**config.mk**
```make
export PLATFORM = sky130hd
export DESIGN_NAME = multdiv
export DESIGN_NICKNAME = d
export VERILOG_FILES = /design/src/rtl/multdiv_pkg.sv /design/src/rtl/multdiv_booth_recoder.sv /design/src/rtl/multdiv.sv
export SDC_FILE = /design/constraint.sdc
export NUM_CORES = 1
export LEC_CHECK = 0
export ABC_AREA = 1
export CAP_MARGIN = 25
export CORE_UTILIZATION = 30
export CTS_CLUSTER_DIAMETER = 50
export DETAILED_ROUTE_END_ITERATION = 6
export GPL_TIMING_DRIVEN = 0
export HOLD_SLACK_MARGIN = 0.05
export PLACE_DENSITY = 0.53
export SLEW_MARGIN = 15
export SYNTH_ARGS = -nofsm -noshare
export SYNTH_HDL_FRONTEND = slang
export SYNTH_HIERARCHICAL = 1
export SYNTH_SLANG_ARGS = --single-unit
```
**constraint.sdc**
```tcl
create_clock -name clock -period 4.1 [get_ports clock]
set_clock_uncertainty 0.15 [all_clocks]
set_input_delay 0.41 -clock clock [delete_from_list [all_inputs] [get_ports clock]]
set_output_delay 0.41 -clock clock [all_outputs]
set_load 0.03 [all_outputs]
```
**src/rtl/multdiv_pkg.sv**
```systemverilog
// Shared types and constants for the multiply/divide unit: FSM states,
// iteration counts and the radix-4 Booth digit encoding.
package multdiv_pkg;

  typedef enum logic [1:0] {IDLE, MULT, DIV, DONE} state_t;

  localparam int MULT_ITERS = 16;
  localparam int DIV_ITERS  = 32;

  // One recoded Booth digit: 0, +-A or +-2A
  typedef struct packed {
    logic zero;
    logic neg;
    logic dbl;
  } booth_t;

  localparam booth_t BOOTH_ZERO = 3'b100;
  localparam booth_t BOOTH_POS1 = 3'b000;
  localparam booth_t BOOTH_POS2 = 3'b001;
  localparam booth_t BOOTH_NEG1 = 3'b010;
  localparam booth_t BOOTH_NEG2 = 3'b011;

endpackage

```
**src/rtl/multdiv_booth_recoder.sv**
```systemverilog
// Radix-4 modified Booth recoder: maps a 3-bit multiplier window
// {b[i+1], b[i], b[i-1]} onto a signed digit in {0, +-1, +-2}.
module booth_recoder
  import multdiv_pkg::*;
(
  input  logic [2:0] win,
  output booth_t     dig
);

  always_comb begin
    dig = BOOTH_ZERO;
    case (win)
      3'b001, 3'b010: dig = BOOTH_POS1;
      3'b011:         dig = BOOTH_POS2;
      3'b100:         dig = BOOTH_NEG2;
      3'b101, 3'b110: dig = BOOTH_NEG1;
      default:        dig = BOOTH_ZERO;
    endcase
  end

endmodule

```
**src/rtl/multdiv.sv**
```systemverilog
// Multi-cycle signed multiply (radix-4 Booth) / divide (non-restoring) unit.
// Optional MULTDIV_EARLY_OUT_EN finishes zero-operand / zero-divisor cases after one iteration slot.
module multdiv
  import multdiv_pkg::*;
#(
  parameter int WIDTH = 32
) (
  input  logic             clock,
  input  logic             reset_n,
  input  logic [WIDTH-1:0] data_operandA,
  input  logic [WIDTH-1:0] data_operandB,
  input  logic             ctrl_MULT,
  input  logic             ctrl_DIV,
  output logic [WIDTH-1:0] data_result,
  output logic             data_exception,
  output logic             data_resultRDY,
  output logic             busy
);

  localparam int M_IT = MULT_ITERS * WIDTH / 32;
  localparam int D_IT = DIV_ITERS * WIDTH / 32;
  localparam int CW   = $clog2(WIDTH) + 1;

  state_t               state;
  logic [CW-1:0]        cnt;
  logic [WIDTH-1:0]     a_reg;
  logic [2*WIDTH:0]     prod;
  logic [WIDTH-1:0]     dvsr;
  logic [WIDTH-1:0]     quo;
  logic [WIDTH+1:0]     rem;
  logic                 q_neg;
  logic                 dvz;
  logic                 start;
  logic                 mul_early;
  logic                 div_early;

  assign start = ctrl_MULT | ctrl_DIV;

  // ---- multiply datapath ----
  booth_t dig;
  booth_recoder u_rec (.win(prod[2:0]), .dig(dig));

  logic signed [WIDTH+1:0] a_ext, pp_mag, pp, psum;
  logic [2*WIDTH:0]        prod_nxt;
  logic [2*WIDTH-1:0]      product;
  logic                    mul_ovf;

  always_comb begin
    a_ext  = {{2{a_reg[WIDTH-1]}}, a_reg};
    pp_mag = dig.dbl ? {a_ext[WIDTH:0], 1'b0} : a_ext;
    pp     = dig.zero ? '0 : (dig.neg ? -pp_mag : pp_mag);
    // Upper half is summed two bits wider so +-2A never overflows before the shift
    psum   = $signed({{2{prod[2*WIDTH]}}, prod[2*WIDTH:WIDTH+1]}) + pp;
  end

  assign prod_nxt = {psum, prod[WIDTH:2]};
  assign product  = prod[2*WIDTH:1];
  assign mul_ovf  = ~(&product[2*WIDTH-1:WIDTH-1] | ~|product[2*WIDTH-1:WIDTH-1]);

  // ---- divide datapath (magnitudes, remainder kept signed) ----
  logic [WIDTH+1:0] rem_sh, rem_nxt;
  logic [WIDTH-1:0] quo_nxt, quo_fix, abs_a, abs_b;
  logic             div_ovf;

  always_comb begin
    rem_sh  = {rem[WIDTH:0], quo[WIDTH-1]};
    rem_nxt = rem[WIDTH+1] ? rem_sh + {2'b00, dvsr} : rem_sh - {2'b00, dvsr};
    quo_nxt = {quo[WIDTH-2:0], ~rem_nxt[WIDTH+1]};
    quo_fix = q_neg ? -quo : quo;
    div_ovf = ~q_neg & quo[WIDTH-1];
    abs_a   = data_operandA[WIDTH-1] ? -data_operandA : data_operandA;
    abs_b   = data_operandB[WIDTH-1] ? -data_operandB : data_operandB;
  end

`ifdef MULTDIV_EARLY_OUT_EN
  logic mul_zero;
  always_ff @(posedge clock or negedge reset_n) begin
    if (!reset_n)   mul_zero <= 1'b0;
    else if (start) mul_zero <= (data_operandA == '0) || (data_operandB == '0);
  end
  assign mul_early = mul_zero;
  assign div_early = dvz;
`else
  assign mul_early = 1'b0;
  assign div_early = 1'b0;
`endif

  always_ff @(posedge clock or negedge reset_n) begin
    if (!reset_n) begin
      state          <= IDLE;
      cnt            <= '0;
      a_reg          <= '0;
      prod           <= '0;
      dvsr           <= '0;
      quo            <= '0;
      rem            <= '0;
      q_neg          <= 1'b0;
      dvz            <= 1'b0;
      data_result    <= '0;
      data_exception <= 1'b0;
      data_resultRDY <= 1'b0;
      busy           <= 1'b0;
    end else if (start) begin
      cnt            <= '0;
      busy           <= 1'b1;
      data_resultRDY <= 1'b0;
      if (ctrl_MULT) begin
        state <= MULT;
        a_reg <= data_operandA;
        prod  <= {{WIDTH{1'b0}}, data_operandB, 1'b0};
      end else begin
        state <= DIV;
        dvsr  <= abs_b;
        quo   <= abs_a;
        rem   <= '0;
        q_neg <= data_operandA[WIDTH-1] ^ data_operandB[WIDTH-1];
        dvz   <= (data_operandB == '0);
      end
    end else begin
      case (state)
        MULT: begin
          if (mul_early || cnt == CW'(M_IT)) begin
            state          <= DONE;
            busy           <= 1'b0;
            data_resultRDY <= 1'b1;
            data_result    <= mul_early ? '0 : product[WIDTH-1:0];
            data_exception <= ~mul_early & mul_ovf;
          end else begin
            prod <= prod_nxt;
            cnt  <= cnt + 1'b1;
          end
        end
        DIV: begin
          // Last slot is the sign fix; the remainder is discarded so it is never corrected
          if (div_early || cnt == CW'(D_IT)) begin
            state          <= DONE;
            busy           <= 1'b0;
            data_resultRDY <= 1'b1;
            data_result    <= dvz ? '0 : quo_fix;
            data_exception <= dvz | div_ovf;
          end else begin
            rem <= rem_nxt;
            quo <= quo_nxt;
            cnt <= cnt + 1'b1;
          end
        end
        DONE: begin
          state          <= IDLE;
          data_resultRDY <= 1'b0;
        end
        default: state <= IDLE;
      endcase
    end
  end

endmodule

```
# ---- Word level (Yosys, flattened, before mapping)
# Index checks and enable logic that the tools add are counted.
dict set report word_totals {
  ff_bits 240
  input_bits 68
  out_inout_bits 35
  wordCells 116
}
dict set report op_classes {
  addsub 8
  eq_ne 21
  n_mux 44
  bitwise_logic 10
  n_reduce_logical 20
}
# operator n
set ops {}
lappend ops {{32-bit 2-to-1 mux} 11}
lappend ops {{65-bit 2-to-1 mux} 4}
lappend ops {{34-bit 2-to-1 mux} 7}
lappend ops {{32-bit negator} 3}
lappend ops {{32-bit case mux with 2 select lines} 1}
lappend ops {{32-bit by 34-bit adder with 34-bit output} 1}
lappend ops {{34-bit by 32-bit adder with 34-bit output} 1}
lappend ops {{34-bit negator} 1}
lappend ops {{34-bit by 32-bit subtractor with 34-bit output} 1}
lappend ops {{33-bit AND reduction} 1}
lappend ops {{33-bit OR reduction} 1}
lappend ops {{32-bit zero test} 1}
lappend ops {{6-bit 2-to-1 mux} 3}
lappend ops {{3-bit AND reduction} 5}
lappend ops {{2-bit inequality test (second input constant)} 6}
lappend ops {{3-bit inequality test (second input constant)} 4}
lappend ops {{3-bit case mux with 4 select lines} 1}
lappend ops {{6-bit case mux with 2 select lines} 1}
lappend ops {{3-bit == test (second input constant)} 3}
lappend ops {{1-bit 2-to-1 mux} 8}
lappend ops {{2-bit 2-to-1 mux} 4}
lappend ops {{6-bit by 1-bit adder with 6-bit output (second input constant)} 1}
lappend ops {{3-bit by 2-bit == test with 1-bit output (second input constant)} 2}
lappend ops {{6-bit by 5-bit == test with 1-bit output (second input constant)} 1}
lappend ops {{other kinds (18)} 31}

# ---- Logic depth before layout (Yosys ltp)
dict set report depth {
  ltp_word 11
  depth_mapped 33
}

# ---- Cells and area by module
# Netlist, hierarchy kept.
# module n_inst cells_each area_per_inst_um2 seq_area_each_um2
set modules_own_cells {}
lappend modules_own_cells {multdiv 1 2862 18943.2 6005.8}
lappend modules_own_cells {booth_recoder 1 8 36.3 0.0}

# ---- Worst setup path after synthesis
# OpenSTA, ideal clock, no wires.
dict set report synth_path {
  path_type {flip-flop to flip-flop}
  from {reg prod[1]}
  to {reg prod[56]}
  setup_ps 126
  t_arrival_ps 3480
  t_required_ps 3824
  slack_ps 344
  stages_incl_launch_ff 30
  n_path_buf 3
  period_less_slack_ps 3756
  path_cell_list {dfrtp_1 nor2_1 nand2_1 nand2_1 buf_6 buf_6 buf_6 o21ai_0 inv_1 ha_1 nand3_1 nor2_4 nand2_2 nand2_2 o21ai_2 inv_1 o21ai_0 o21ai_1 a21oi_1 ha_1 nand2_1 nor2_1 inv_1 nor2_1 and3_1 a21oi_1 o21ai_0 nand2_1 nand2_1 o21ai_0}
}
# item line
set synth_lines {}
lappend synth_lines {{from (decl)} multdiv.sv:27} ;# logic [2*WIDTH:0] prod;
lappend synth_lines {{from (signal assigned)} multdiv.sv:110} ;# prod <= {{WIDTH{1'b0}}, data_operandB, 1'b0};
lappend synth_lines {{from (signal assigned)} multdiv.sv:129} ;# prod <= prod_nxt;

==> flow_metrics.py <==
metrics = {
    "critical_path": {
        "critical-path-max-stage-delay_ps": 430,
        "worst_r2r_path_depth": 24,
        "r2r-end": "prod[47]",
        "crit_chain": "nor2_2 > nand2_1 > nand2_1 > buf_6 > buf_8 > buf_4 > nand2_1 > nand2_2 > nor2_2 > nand2_2 > nor2_4 > inv_2 > nor2_4 > xor2_2 > a211oi_4 > ha_4 > nand2_1 > nand2_1 > a31oi_2 > o21ai_4 > nand2_1 > nand2_2 > o21ai_1 > o21ai_0",
        "rr_startpoint": "prod[1]",
        "critPathLaunchType": "flop",
        "worstPathRequired_ps": 4350,
        "end_kind": "flop",
        "crit_arrival_ps": 4270,
        "critPathMaxFanout": 5,
        "cp_common_cell": "nand2_1",
        "slowest_stage": "dfrtp_1",
        "worst-setup-path-type": "flop to flop",
        "r2r_slack_ps": 80,
    },
    "placed_design": {
        "gp_congestion": 0.945,
        "io_buffers": 101,
        "place_ws_ps": -613,
        "place_hpwl_um": 59800,
        "place_area_sq_um": 21100,
        "post-place-cells": 3810,
    },
    "cells_and_area": {
        "syn_to_final_growth_pct": 26.6,
        "final_common_cell": "nand2_1",
        "antennaDiodeCount": 0,
        "top_regs": "prod x65, rem x34",
        "layout-drive-gt1-share_pct": 13.4,
        "ff_latch_area_sq_um": 6010,
        "final_area_sq_um": 24000,
        "mostFrequentLayoutCells": "717 x nand2_1, 292 x inv_1, 282 x o21ai_0",
        "fin_cells": 3933,
        "regMostFlops": "prod",
        "fin_nets": 3203,
        "fin_util_pct": 38.7,
        "largest_reg_flops": 65,
        "n_fill_cell": 6685,
        "multi_input_area_sq_um": 12300,
    },
    "timing": {
        "fin_tns_setup_ps": 0,
        "fmax_ghz": 0.249,
        "slew_violations": 0,
        "rsz0062_at_grt": "yes",
        "post-route-min-period_ps": 4020,
        "finalHoldViolations": 0,
        "fin_crit_sh_pct": 98.0,
        "maxSlewHeadroom_pct": 37.4,
        "worst_pin_slew_ps": 938,
        "setup_ws_ps": 83.5,
        "setup_viol": 0,
        "fin_hold_ws_ps": 193,
    },
    "routing": {
        "drtPass1Iterations": 6,
        "drtIter0Drc": 1434,
        "totalWireLength_um": 75600,
        "ant_nets": 0,
        "vias": 20000,
        "wl_per_cell_um": 19.2,
        "route.detailed.drc": 0,
        "viasPerCell": 5.10,
    },
    "global_route": {
        "grt_max_degree": 92,
        "grt_use_met2_pct": 37.0,
        "grt_pass1_wl_um": 114000,
        "antenna_found_initial": 0,
        "met1_usage_pct": 32.2,
        "grt_pass1_vias": 19100,
        "grt-ovfl-total": 0,
        "met3_usage_pct": 3.89,
        "busiest_layer": "met2",
        "gr-usage-all-layers_pct": 23.3,
    },
    "clock_network": {
        "clock_latency_ps": 610,
        "numCtsBuffers": 47,
        "cts_tree": "built",
        "root_buffer": "clkbuf_16",
        "cts.htree.levels": 2,
        "clk_path_buf_depth": 3,
        "clk_pin_slew_ps": 60,
        "clock-sinks": 240,
    },
    "pwr": {
        "intPower_mw": 7.27,
        "switchingPower_mw": 5.60,
        "leakage_nw": 10.9,
        "p_comb_share_pct": 43.0,
        "power_density_nw_per_um2": 535,
        "clockPowerShare_pct": 31.4,
        "pwr-share-seq_pct": 25.6,
        "power_mw": 12.9,
        "ir_drop_uv": 405,
        "swShare_pct": 43.5,
    },
    "yosys": {
        "ys_seq_area_share_pct": 31.6,
        "yosys_register_bits": 240,
        "synth_cells": 2870,
        "syn-num-nets": 3016,
        "synth.distinct_cells": 56,
        "synth-edff-count": 0,
        "ys_async_sr_fraction_pct": 100,
        "ys.flop_type": "dfrtp_1",
        "syn_area_sq_um": 19000,
        "yosysWarnings": 6,
        "syn_avg_cell_area_sq_um": 6.61,
    },
    "run": {
        "drv_cap": 0,
    },
    "hold_path": {
        "hold_end": "a_reg[8]",
        "hold_start": "ctrl_MULT",
        "hold_path.class": "input port to flop",
        "hold_depth": 2,
    },
    "floorplanning": {
        "ios": 103,
        "dieWidth_um": 254,
        "die-area_sq_um": 64300,
        "initial_core_util_pct": 30.6,
        "row_count": 91,
        "die_h_um": 254,
        "coreArea_sq_um": 62100,
    },
    "outcome": {
        "status": "finished, final reports clean",
    },
}
## kinds of logic after synthesis
group | synth area share, %
mux | 0.237
flops | 31.6
xor+xnor | 3.32
buf+inv | 8.62
compound gates | 20.3
simple gates | 30.6
fa+ha+maj | 5.22
## worst max-delay path by stage
stage / end / slack (ps) / startpoint / cells past startpoint
6_report: prod[47] / 80 / prod[1] / 24
5_1_grt: prod[59] / -130 / prod[1] / 28
4_1_cts: prod[47] / -60 / prod[1] / 22
3_5_place_dp: prod[47] / -610 / prod[1] / 25
3_3_place_gp: a_reg[26] / -8860 / reset_n / 1
2_1_floorplan: prod[56] / 340 / prod[1] / 29
## per-layer routing
| metal | up-vias | wire length, um |
|---|---|---|
| li1 | 9948 | - |
| met1 | 9445 | 35200 |
| met2 | 548 | 34000 |
| met3 | 102 | 4590 |
| met4 | 0 | 1830 |
| met5 | - | 0 |
## power groups by stage
stage               combinational [mW]  sequential (mW)  clock, mW
floorplan                         2.94             3.45          0
global placement                  4.89             3.31          0
detailed placement                4.89             3.30          0
CTS                               5.07             3.27       4.11
global route                      6.07             3.34       4.20
finish                            5.53             3.29       4.04
## Yosys cell counts, types with 3 or more instances
cell type  number  area share [%]
nand2_2        11            0.36
buf_6           7            0.42
a21boi_0        6            0.24
xor2_1         61             2.8
nor2_1        295             5.8
buf_2          13            0.34
nor2_4          7            0.42
o211ai_1       25            0.99
o21bai_1        7            0.28
or2_2          10            0.33
nand2_1       742              15
ha_1           76             5.0
xnor2_1        11            0.51
buf_1           8            0.16
a21oi_1       211             5.6
nor4_1         20            0.66
clkbuf_1       65             1.3
o22ai_1         7            0.23
clkinv_1        4           0.079
nand3b_1        9            0.36
o21a_1         14            0.55
and2_1          4            0.13
a2bb2oi_1      21            0.97
and3_1          4            0.13
nand3_1       156             4.1
inv_1         301             6.0
a21o_1          8            0.32
o21ai_2         9            0.42
o21ai_0       315             8.3
mux2_2          4            0.24
o31ai_1        17            0.67
o21ai_1        21            0.55
o221ai_1        8            0.37
nor2_2         13            0.43
buf_4           3            0.12
inv_2          12            0.24
nor3_1         50             1.3
dfrtp_1       240              32
nor3_2          4            0.21
a31oi_1        11            0.36
nand4_1        39             1.3
## layout make-up
type | count | share of cell area [%]
Multi-Input combinational cell | 2216 | 51.3
Clock inverter | 35 | 1.73
Buffer | 94 | 1.84
Inverter | 318 | 5.02
Sequential cell | 240 | 25.0
Clock buffer | 53 | 5.07
Timing Repair Buffer | 140 | 5.66
Tap cell | 837 | 4.36
## worst max-delay path, delay by kind of cell (launching register included)
| family | cells | cell delay (ps) |
|---|---|---|
| AO/OA/AOI/OAI | 5 | 1120 |
| XOR/XNOR | 1 | 110 |
| AND/OR/NAND/NOR | 13 | 1230 |
| adder cells (fa/ha/maj) | 1 | 280 |
| flip-flops | 1 | 430 |
| buffers and inverters | 4 | 470 |
## what timing repair did
action | in CTS | in global routing
resized for setup | 69 | 210
endpoints found under the hold margin | 74 | 0
hold buffers | 1 | 0
pin swaps | 27 | 71
setup endpoints to repair | 30 | 37
setup buffers | 16 | 20
gates cloned | 0 | 0
Power figures use the tool's default switching activity.
==> patch 1, RTL diff (same flow settings) <==
The parameter `WIDTH` goes from 32 to 16.
--- a/src/rtl/multdiv.sv
+++ b/src/rtl/multdiv.sv
@@ -3,7 +3,7 @@
 module multdiv
   import multdiv_pkg::*;
 #(
-  parameter int WIDTH = 32
+  parameter int WIDTH = 16
 ) (
   input  logic             clock,
   input  logic             reset_n,
Ports: changed (resized data_operandA, data_operandB and data_result); port bits go from 103 to 55. The function was not compared with the original's and may differ.
==> patch 1 against the original RTL <==
Sequential cell count fell by 113; synthesized area shrank 51%; final area fell by 54%; critical path type unchanged; count of clock-buffer cells in the layout decreased by 30; first-iteration DRC count decreased by 59%; wire length is 61% lower; worst setup slack improved by 220 ps; total power down 52%.
==> patch 1: results (changes against the original RTL) <==
Outcome
  • Run status: complete, no violations

Min path
  • Hold worst-path end: a_reg[11]

Synthesis
  • Seq/Total Area, Yosys: 0.343 (+0.0269)
  • Unique masters post-synth: 59 (+5.4%)
  • Syn_nets: 1385 (-54%)
  • Synth Area per Inst: 7.10 um2 (+7.4%)
  • Synth top cells by count: 328 x nand2_1, 146 x inv_1, 127 x dfrtp_1, 127 x o21ai_0, 104 x nor2_1

Placed design
  • Pre-CTS setup slack: 237 ps (+850 ps)
  • Global placement routability congestion: 0.885 (-6.3%)
  • Detailed placer's ending HPWL: 22600 um (-62%)

GRT
  • First-pass GRT wire length: 47400 um (-59%)
  • Largest net degree at the start of global routing: 74 (-20%)
  • GR Util All Layers: 0.196 (-0.0368)

Worst setup path
  • Reg2Reg Setup Slack: 310 ps (+220 ps)
  • Reg-to-reg endpoint: prod[32]
  • CP Data Arrival Time: 3980 ps (-290 ps)
  • R2R depth: 23 (-4.2%)

CTS
  • Num CTS Buffers: 17 (-64%)
  • CTS H-Tree Depth: 4 (+2)

Timing
  • Worst-Margin Slew: 836 ps (-102 ps)

Route
  • Pre-antenna DRT Iters: 5 (-1)
  • Detailed Route Iter0 Violations: 590 (-59%)

Finish
  • # fillers: 3184 (-52%)
  • Layout Nets: 1461 (-54%)
  • Cell Count, Final, Fillers Out: 1782 (-55%)
  • Share of cells above drive strength 1: 0.0761 (-0.0576)

Power and ir drop
  • IR drop worst, VDD: 0.335 mV (-17%)
## patch 1: logic make-up after synthesis
logic type,synth area share
DFF,0.343
adders and majority gates,0.0638
xor gates and xnor gates,0.0397
AOI/OAI and AO/OA,0.199
and+or+nand+nor,0.269
buffers and inverters,0.0848
## patch 1: power by group
part / switching, W / leakage (nW) / internal, W
combinational: 0.00170 / 3.36 / 0.000968
clock: 0.000626 / 0.320 / 0.00114
sequential: 0.000222 / 1.59 / 0.00151
## patch 1: how the worst max path moves through the flow
stage | slack [ps] | cells after the start | end
2_1_floorplan | 890 | 22 | prod[32]
3_5_place_dp | 240 | 21 | prod[32]
5_1_grt | -10 | 23 | prod[32]
3_3_place_gp | -3150 | 1 | prod[27]
4_1_cts | 220 | 21 | prod[32]
6_report | 310 | 23 | prod[32]
## patch 1: final cells by class
class / instances / share of cell area
clock inverter: 9 / 0.0162
sequential: 127 / 0.288
tap: 390 / 0.0442
clock buffer: 23 / 0.0442
timing repair buffer: 57 / 0.0533
inverter: 157 / 0.0536
multi-input combinational: 981 / 0.483
buffer: 38 / 0.0175
## patch 1: routing by layer
metal / wire length [um] / vias up / global-route usage
met3: 931 / 35 / 0.0356
met5: 0 / - / 0
met1: 14400 / 4137 / 0.266
met2: 13700 / 129 / 0.317
li1: - / 4488 / -
met4: 453 / 0 / 0.0545
## patch 1: repair_timing
item,CTS,global route
hold buffers,1,0
setup buffers,0,2
endpoints found under the hold margin,54,0
gates resized for setup,0,11
endpoints found under the setup margin,0,5
## patch 1: critical path, stage by stage (launching register included)
cell      delay, ps
dfrtp_1         410
nor2_1           80
nand2_1          60
nand2_1          80
buf_6           160
buf_12          140
o21ai_0         340
ha_2            310
nand4_4         150
nor2_2          140
nand2_1          60
nand2_1          70
o21ai_0          80
a21oi_1         190
ha_1            310
inv_1           100
o21bai_1         80
o21bai_1        190
a21oi_1         150
nand2_1          60
nor2_1          150
nand3_1         100
nand3_1          80
nand2_1          50
## patch 1: through the flow
| step | instance area [um2] | utilization | TNS, ps | hold slack (ps) |
|---|---|---|---|---|
| 2_1_floorplan | 9260 | - | 0 | -35.6 |
| 3_3_place_gp | 10300 | 0.342 | -398320 | 322 |
| 3_5_place_dp | 10300 | 0.343 | 0 | 216 |
| 4_1_cts | 11000 | 0.366 | 0 | 138 |
| 5_1_grt | 11000 | 0.368 | -9.62 | 144 |
| 6_report | 11000 | 0.368 | 0 | 147 |
==> patch 2, RTL diff (config.mk and constraints unchanged) <==
Without the edit above. Encoding of `state_t`: now Gray code (2 bits for 4 states).
--- a/src/rtl/multdiv_pkg.sv
+++ b/src/rtl/multdiv_pkg.sv
@@ -2,7 +2,7 @@
 // iteration counts and the radix-4 Booth digit encoding.
 package multdiv_pkg;
 
-  typedef enum logic [1:0] {IDLE, MULT, DIV, DONE} state_t;
+  typedef enum logic [1:0] {IDLE = 2'b00, MULT = 2'b01, DIV = 2'b11, DONE = 2'b10} state_t;
 
   localparam int MULT_ITERS = 16;
   localparam int DIV_ITERS  = 32;
Check against the original RTL: no difference found for any inputs over 4 cycles, from zero or initial values and one cycle with reset_n low; so few cycles prove little.
==> patch 2 against the original RTL <==
Sequential share of layout area is 0.80 points higher; via count is 1.4% lower; worst setup slack better by 29 ps; synthesized area is 1.2% lower; total power is 2.7% lower; final area is 3.1% lower; global-route usage is 1.4 points lower; combinational power is 1% lower; sequential cell count stayed put; critical path type unchanged; wire length is 6.9% lower; non-clock buffer count is 10 lower.
==> patch 2: results (changes against the original RTL) <==
Worst setup path
  • Max incr delay on CP: between 400 and 500 ps
  • Crit path from: prod[1]
  • Slowest CP cell: dfrtp_1
  • Reg2Reg Setup Slack: 110 ps (+30 ps)
  • R2R depth: 28 (+17%)
  • CP endpoint: prod[64]
  • CP Data Arrival Time: 4310 ps (+40 ps)
  • Max FO, Critical Path: 7 (+2)

CTS
  • Reg clk slew, reported paths: 60 ps (about the same)
  • CTS Buffer Depth: 3 (unchanged)
  • Clock latency at the later pin of the worst-skew pair: 580 ps (-30 ps)
  • Clock Tree Root: clkbuf_16
  • Num CTS Buffers: 41 (-13%)
  • CTS H-Tree Depth: 2 (unchanged)

Placed design
  • Detailed placer's ending HPWL: 55500 um (-7.3%)
  • Pre-CTS setup slack: -329 ps (+285 ps)
  • Placed Area: 20900 um2 (-1.1%)
  • Global placement routability congestion: 0.941 (-0.44%)
  • I/O Buffers: 101 (unchanged)

Finish
  • Diodes inserted: 0 (unchanged)
  • Share of cells above drive strength 1: 0.108 (-0.0255)
  • # fillers: 6763 (+1.2%)
  • Layout Nets: 3181 (-0.69%)
  • Syn-to-layout area delta: 24.2%

Synthesis
  • Seq/Total Area, Yosys: 0.320 (+0.00389)
  • Compound-gate portion of the synthesized area: 0.197 (-0.00598)
  • Fraction of registers with async set/reset: 1.00 (unchanged)
  • Unique masters post-synth: 51 (-8.9%)
  • Adder-Cell Fraction of Synth Area: 0.0509 (-0.00136)
  • Syn_nets: 3007 (-0.30%)
  • Synth area leaders: dfrtp_1 32%, nand2_1 15%, o21ai_0 7.3%, nor2_1 7.1%, a21oi_1 6.4%
  • Mux contribution to synthesized area: 0 (-0.00237)
  • Synth top cells by count: 746 x nand2_1, 355 x nor2_1, 274 x o21ai_0
  • Synth Area in XOR/XNOR: 0.0374 (+0.00415)
  • Synth Flop Type: dfrtp_1

GRT
  • Vias in the first global route: 18.9k (-0.91%)
  • Largest net degree at the start of global routing: 95 (+3.3%)
  • GR Layer Usage met2: 0.352 (-0.0182)
  • Met1 Usage GRT: 0.299 (-0.0233)
  • Met3 usage: 0.0294 (-0.00952)
  • First-pass GRT wire length: 108000 um (-5.5%)
  • Initial antenna violation count: 0 (unchanged)
  • GR Util All Layers: 0.219 (-0.0140)

Power and ir drop
  • IR drop worst, VDD: 0.341 mV (-16%)
  • Lkg Pwr: 10.5 nW (-4.1%)

Route
  • Detailed Route Iter0 Violations: 1325 (-7.6%)
  • Routed via count: 19.8k (-1.4%)
  • Routed wire length: 70400 um (-6.9%)

Timing
  • Slew HR: 0.355 (-0.0194)
  • Tmin final: 3990 ps (-29.3 ps)
  • Min Hold Slack: 281 ps (+88.4 ps)

Min path
  • Hold Path Class: input port to asynchronous set/reset pin

Outcome
  • Run status: complete, no violations
-- patch 2: cell types whose count changed after synthesis, sizes merged, moves of 6 or more --
cell	delta
nor2	+52
o211ai	-10
or2	+7
inv	-35
a31oi	+31
xnor2	+7
a2bb2oi	-21
o21ai	-41
o22ai	-6
a21oi	+26
-- patch 2: power breakdown --
group / leakage (nW) / total, W / switching, W / internal (W)
clock: 0.725 / 0.00374 / 0.00140 / 0.00234
combinational: 6.78 / 0.00547 / 0.00356 / 0.00191
sequential: 2.97 / 0.00330 / 0.000470 / 0.00283
total: 10.5 / 0.0125 / 0.00543 / 0.00708
-- patch 2: layer usage --
metal / wire [um] / vias up / share of wire
li1: - / 9885 / -
met1: 32500 / 9198 / 0.46
met2: 32000 / 556 / 0.45
met3: 3620 / 122 / 0.051
met4: 2240 / 0 / 0.032
met5: 0 / - / 0
-- patch 2: cell type report --
class | instances | area share
buffer | 93 | 0.0184
clock buffer | 49 | 0.0489
clock inverter | 25 | 0.0147
inverter | 281 | 0.0455
multi-input combinational | 2250 | 0.513
sequential | 240 | 0.258
tap | 837 | 0.0450
timing repair buffer | 131 | 0.0565
-- patch 2: critical path, delay by kind of cell (launching register included) --
| family | cells | cell delay (ps) |
|---|---|---|
| simple gates | 15 | 1650 |
| buf+inv | 7 | 650 |
| compound gates | 4 | 550 |
| fa+ha+maj | 2 | 460 |
| flops | 1 | 420 |
-- patch 2: through the flow --
step           cells  total power (W)
2_1_floorplan   2864          0.00660
3_3_place_gp    3802          0.00831
3_5_place_dp    3804          0.00832
4_1_cts         3892           0.0123
5_1_grt         3906           0.0133
6_report        3906           0.0125
-- patch 2: repair_timing --
item,in CTS,in global routing
endpoints found under the hold margin,90,0
resized for setup,51,160
hold buffers,1,0
buffers inserted,12,14
cloned,1,0
setup endpoints to repair,20,31
pin swaps,20,47
